--- src/rtl/rx_chk_beat_decode.sv ---
// Combinational per-beat decode: byte popcount, tkeep shape check and
// tdata with disabled bytes zeroed.
module rx_chk_beat_decode #(
  parameter int  DATA_W = 64,
  localparam int KEEP_W = DATA_W / 8,
  localparam int PC_W   = $clog2(KEEP_W + 1)
) (
  input  logic [KEEP_W-1:0] i_tkeep,
  input  logic [DATA_W-1:0] i_tdata,
  input  logic              i_tlast,
  output logic [PC_W-1:0]   o_popcnt,
  output logic              o_keep_ok,
  output logic [DATA_W-1:0] o_masked
);

  logic [KEEP_W-1:0] w_keep_inc;

  always_comb begin
    o_popcnt = '0;
    for (int i = 0; i < KEEP_W; i++) o_popcnt = o_popcnt + PC_W'(i_tkeep[i]);
  end

  // Last beat must be a nonzero run of ones from bit 0: adding one to such a
  // mask clears every set bit.
  assign w_keep_inc = i_tkeep + KEEP_W'(1);
  assign o_keep_ok  = i_tlast ? (i_tkeep[0] && ((i_tkeep & w_keep_inc) == '0))
                              : (&i_tkeep);

  for (genvar g = 0; g < KEEP_W; g++) begin : g_mask
    assign o_masked[g*8 +: 8] = i_tdata[g*8 +: 8] & {8{i_tkeep[g]}};
  end

endmodule

--- config.mk ---
export PLATFORM = sky130hd
export DESIGN_NAME = rx_chk_beat_decode
export DESIGN_NICKNAME = d
export VERILOG_FILES = /design/src/rtl/rx_chk_beat_decode.sv
export SDC_FILE = /design/constraint.sdc
export NUM_CORES = 1
export LEC_CHECK = 0
export CORE_MARGIN = 3
export CORE_UTILIZATION = 18
export DETAILED_ROUTE_END_ITERATION = 12
export PLACE_DENSITY = 0.81
export RECOVER_POWER = 25
export SLEW_MARGIN = 20
export SYNTH_ARGS = -nofsm -noshare
export SYNTH_HDL_FRONTEND = slang
export SYNTH_SLANG_ARGS = --single-unit
--- constraint.sdc ---
create_clock -name vclk -period 3.5
set_input_delay 0.7 -clock vclk [all_inputs]
set_output_delay 0.7 -clock vclk [all_outputs]
set_load 0.03 [all_outputs]
==> results of run 1 <==
[area by class of cell]
cell class                      instances  area (sq um)
Tap cell                               48          60.1
Multi-Input combinational cell         85           688
Fill cell                             357          1410
Timing Repair Buffer                  152          1500
Inverter                               13          51.3
[report_power, final]
group / internal (mW) / switching, mW
sequential: 0 / 0
clock: 0 / 0
combinational: 0.250 / 0.222
[worst max-delay path: cells and delay by family]
kind | cells | cell delay [ns]
buf+inv | 6 | 0.40
fa+ha+maj | 5 | 2.16
[cell families after synthesis]
| logic type | synth area share (%) |
|---|---|
| xor+xnor | 1.25 |
| compound gates | 4.47 |
| buf+inv | 8.76 |
| simple gates | 65.1 |
| fa+ha+maj | 20.4 |
[Yosys cell counts (2+ instances only)]
master	count	area share (%)
a21oi_1	2	1.4
and2_1	56	50
and2_2	8	8.6
clkbuf_1	2	1.1
fa_1	4	11
ha_1	5	8.9
inv_1	12	6.4
nor2b_1	2	1.8
[per-stage QoR]
| step | std cells | utilization (%) | setup TNS, ns | setup slack [ns] | instance area [sq um] |
|---|---|---|---|---|---|
| 6_report | 298 | 62.0 | -1.30 | -0.462 | 2300 |
| 2_1_floorplan | 101 | - | -0.466 | -0.255 | 726 |
| 4_1_cts | 298 | 61.8 | -1.61 | -0.559 | 2300 |
| 5_1_grt | 298 | 62.0 | -1.58 | -0.529 | 2300 |
| 3_3_place_gp | 295 | 60.1 | -2.46 | -0.822 | 2230 |
| 3_5_place_dp | 295 | 60.1 | -2.65 | -0.875 | 2230 |
[path summary, 6_finish.rpt]
kind | startpoint | endpoint | slack [ns] | cells after the start
worst max-delay path | i_tkeep[0] | o_popcnt[1] | -0.46 | 11
worst min-delay path | i_tkeep[3] | o_keep_ok | 2.00 | 5
[routing by layer]
layer	global-route usage [%]	share of wire [%]	vias to the layer above
met5	0	0	-
met4	0.744	0.54	0
met3	1.81	9.1	2
met2	25.0	53	58
met1	16.3	37	509
li1	-	-	600
[repair_timing]
item / in CTS / in global routing
setup endpoints to repair: 4 / 4
gates cloned: 0 / 0
pin swaps: 6 / 4
setup buffers: 3 / 1
resized for setup: 27 / 3
==> impl_metrics.yaml, run 1 <==
status:
  status: "complete, but fails checks"
  violations: "negative setup slack"
global_routing:
  antenna_found_initial: 0
  grt_pass1_wl_um: 4910
  overflow: 0
  grt_max_degree: 12
  grt_pass1_vias: 1058
  grt_usage_pct: 13.2
detailed_routing:
  drtIter0Drc: 17
  routed_via_density: 3.92
  dr.pass1.iters: 2
  routed_wl_um: 3500
  drcViolationCount: 0
  ant_nets: 0
  routedWlPerCell_um: 11.8
  vias: 1169
finish:
  n_clock_buffer: 0
  seq_cell_count: 0
  drive_gt1_share_pct: 15.2
  seqCellArea_sq_um: 0
  mostFrequentLayoutCells: "clkdlybuf4s50_1, and2_1, dlygate4sd3_1"
  final_common_cell: "clkdlybuf4s50_1"
  diodes: 0
  area.growth.synth_to_final_pct: 229
  nNetsFinal: 334
critical_path:
  max_stage_delay_ns: 0.54
  path_class: "in2out"
  crit_path_cell_trace: "buf_6 > fa_1 > inv_2 > fa_1 > fa_2 > inv_2 > ha_4 > inv_2 > fa_2 > inv_4 > buf_6"
  cp_data_required_time_ns: 2.80
  cp_common_cell: "inv_2"
  worstSetupStartpointType: "input port"
  cp.arrival_ns: 3.26
  crit_path_max_fanout: 2
  crit_path_end_kind: "output port"
  cp_slowest_cell: "fa_1"
logic_synthesis:
  syn_area_per_cell_sq_um: 6.92
  syn_nets: 183
  syn_inst: 101
  synth_area_sq_um: 699
  synth_cell_types: 18
  seq_area_frac_synth_pct: 0
  yosysWarnings: 0
sta:
  max_freq_ghz: 0.252
  finalCriticalPeriod_ns: 3.96
  setup_viol: 4
  fin_ws_ns: -0.462
  maxSlewViolCount: 0
  hold_ws_ns: 2.00
  relSlewSlack_pct: 77.3
  tightestPinTransition_ns: 0.340
  hold_viol_final: 0
  rsz0062_at_grt: "true"
  finalCritPeriodShare_pct: 113
power:
  total_power_mw: 0.472
  p_leak_nw: 0.971
  vdd_ir_drop_max_mv: 0.137
  pwr_density_cell_mw_per_mm2: 205
run:
  maxCapViolations: 0
floorplan:
  die_w_um: 68.3
  num_io_pins: 142
  core_area_sq_mm: 0.00372
  placementRows: 22
  die_y_um: 68.3
  start_util_pct: 18.8
  dieArea_sq_mm: 0.00467
place:
  io_buffers: 142
  dp_hpwl_um: 3130
  gp_congestion: 0.786
clocking:
  cts_hold_buf: 0
hold_path:
  min_path_type: "in2out"
No activity file was read; power rests on OpenSTA's default activity.
==> run 2: changes to the inputs <==
--- a/config.mk
+++ b/config.mk
@@ -5,6 +5,7 @@
 export SDC_FILE = /design/constraint.sdc
 export NUM_CORES = 1
 export LEC_CHECK = 0
+export ABC_AREA = 0
 export CORE_MARGIN = 3
 export CORE_UTILIZATION = 18
 export DETAILED_ROUTE_END_ITERATION = 12
==> results of run 2 <==
No change in the layout: final DEF, timing and power equal those of run 1.
==> RTL edit (settings of run 2) <==
The parameter `DATA_W` goes from 64 to 128.
--- a/src/rtl/rx_chk_beat_decode.sv
+++ b/src/rtl/rx_chk_beat_decode.sv
@@ -3,3 +3,3 @@
 module rx_chk_beat_decode #(
-  parameter int  DATA_W = 64,
+  parameter int  DATA_W = 128,
   localparam int KEEP_W = DATA_W / 8,
Ports: changed (resized i_tdata, i_tkeep, o_masked and o_popcnt); port bits go from 142 to 279. The function was not compared with the original's and may differ.
==> RTL edit against run 2 <==
The run still ends with negative setup slack left. Wire length grew to 2.7 times the old value. Die area is 100% higher. Final area grew 100%. Power rose to 2.9 times the old value. Worst setup slack got worse by 0.60 ns. Sequential share of layout area stayed put. Area after synthesis grew 110%. Global-route usage grew 3.9 points. First-iteration DRC count grew 47%.
==> RTL edit: results (changes against run 2) <==
Synth Instances: 222 (+120%)
Post-synth top cells: 128 x and2_1, 25 x inv_1, 10 x clkbuf_1, 10 x fa_1, 7 x ha_1
Data arrival, critical path: 3.86 ns (+0.60 ns)
HP Start: i_tkeep[15]
Count of flip-flops and latches: 0 (unchanged)
DR WL/cell: 15.2 um (+29%)
WHS: 1.90 ns (-0.0970 ns)
CP max stage delay: 0.58 ns (+0.04 ns)
Number of port buffers: 279 (+96%)
Routability cong.: 0.788 (+0.17%)
Critical-path top delay cell: fa_2
Vias per cell: 4.12 (+5.1%)
Number of global-route vias before repair: 2546 (+140%)
Worst VDD drop: 0.324 mV (+140%)
DRT Pass-1 Iters: 4 (+2)
# nets final: 676 (+100%)
1st-iter DRT viols: 25 (+8)
Post-Syn Nets: 384 (+110%)
Total Routing Usage GR: 17.1% (+3.9 points)
Seq/Total Area, Yosys: 0% (unchanged)
Status: finished with violations
Placement Cell Area: 0.00461 mm2 (+110%)
Failing checks: negative setup slack
Top cells by area, synth: and2_1 54%, fa_1 14%, inv_1 6.4%, ha_1 5.9%, clkbuf_1 2.5%
Setup TNS: -4.47 ns (-3.16 ns)
Post-DP HPWL: 8.47 mm (+170%)
PnR worst setup slack: -1.06 ns (-0.603 ns)
Yosys cell types: 29 (+11)
Largest net degree at the start of global routing: 14 (+2)
Static leakage: 1.95 nW (+100%)
Via count: 2532 (+120%)
Fraction of layout cells with a size suffix above 1: 12.5% (-2.7 points)
Endpoints failing setup: 5 (+1)
Slew HR: 71.9% (-5.3 points)
Placed insts: 611 (+110%)
DP Worst Slack: -1.51 ns (-0.636 ns)
RTL edit: layout make-up:
class | instances | area (um2)
fillers | 699 | 3200
inverters | 26 | 103
multi-input cells | 182 | 1380
well taps | 102 | 128
repair buffers | 304 | 3040
RTL edit: per-layer routing:
metal / vias to the layer above / wire length, um / GRT usage, %
met5: - / 0 / 0
met4: 0 / 45 / 0.818
met3: 6 / 1240 / 6.43
met2: 153 / 5090 / 34.5
met1: 1117 / 2960 / 17.2
li1: 1256 / - / -
RTL edit: logic make-up (layout without fill, tap and decap cells):
logic type / count (synthesis) / count (layout) / share of synthesized area (%)
buffers and inverters: 40 / 330 / 10.7
adders and majority gates: 17 / 17 / 19.5
and+or+nand+nor: 148 / 148 / 61.8
xor gates and xnor gates: 2 / 2 / 1.19
AOI/OAI and AO/OA: 15 / 15 / 6.87
RTL edit: power by group through the flow:
stage               Clock, W  Combinational [W]  Sequential, W
CTS                        0            0.00135              0
floorplan                  0           0.000659              0
global placement           0            0.00132              0
global route               0            0.00143              0
finish                     0            0.00135              0
detailed placement         0            0.00135              0
RTL edit: worst min-delay path, cell delays in order:
cell and delay, ns:
buf_6 0.09, inv_2 0.05, buf_4 0.12, o41ai_2 0.10, buf_12 0.14
RTL edit: worst max path at each step:
stage / from / endpoint / cells past startpoint
finish: i_tkeep[13] / o_popcnt[2] / 13
global route: i_tkeep[13] / o_popcnt[2] / 13
CTS: i_tkeep[5] / o_popcnt[4] / 13
detailed placement: i_tkeep[9] / o_popcnt[4] / 13
global placement: i_tkeep[9] / o_popcnt[4] / 13
floorplan: i_tkeep[11] / o_popcnt[4] / 12
RTL edit: repair_timing:
action                     CTS  global route
buffers inserted             1             2
gates resized for setup     45            10
setup endpoints to repair    5             6
pin swaps                   10             9
hold buffers                 0             0
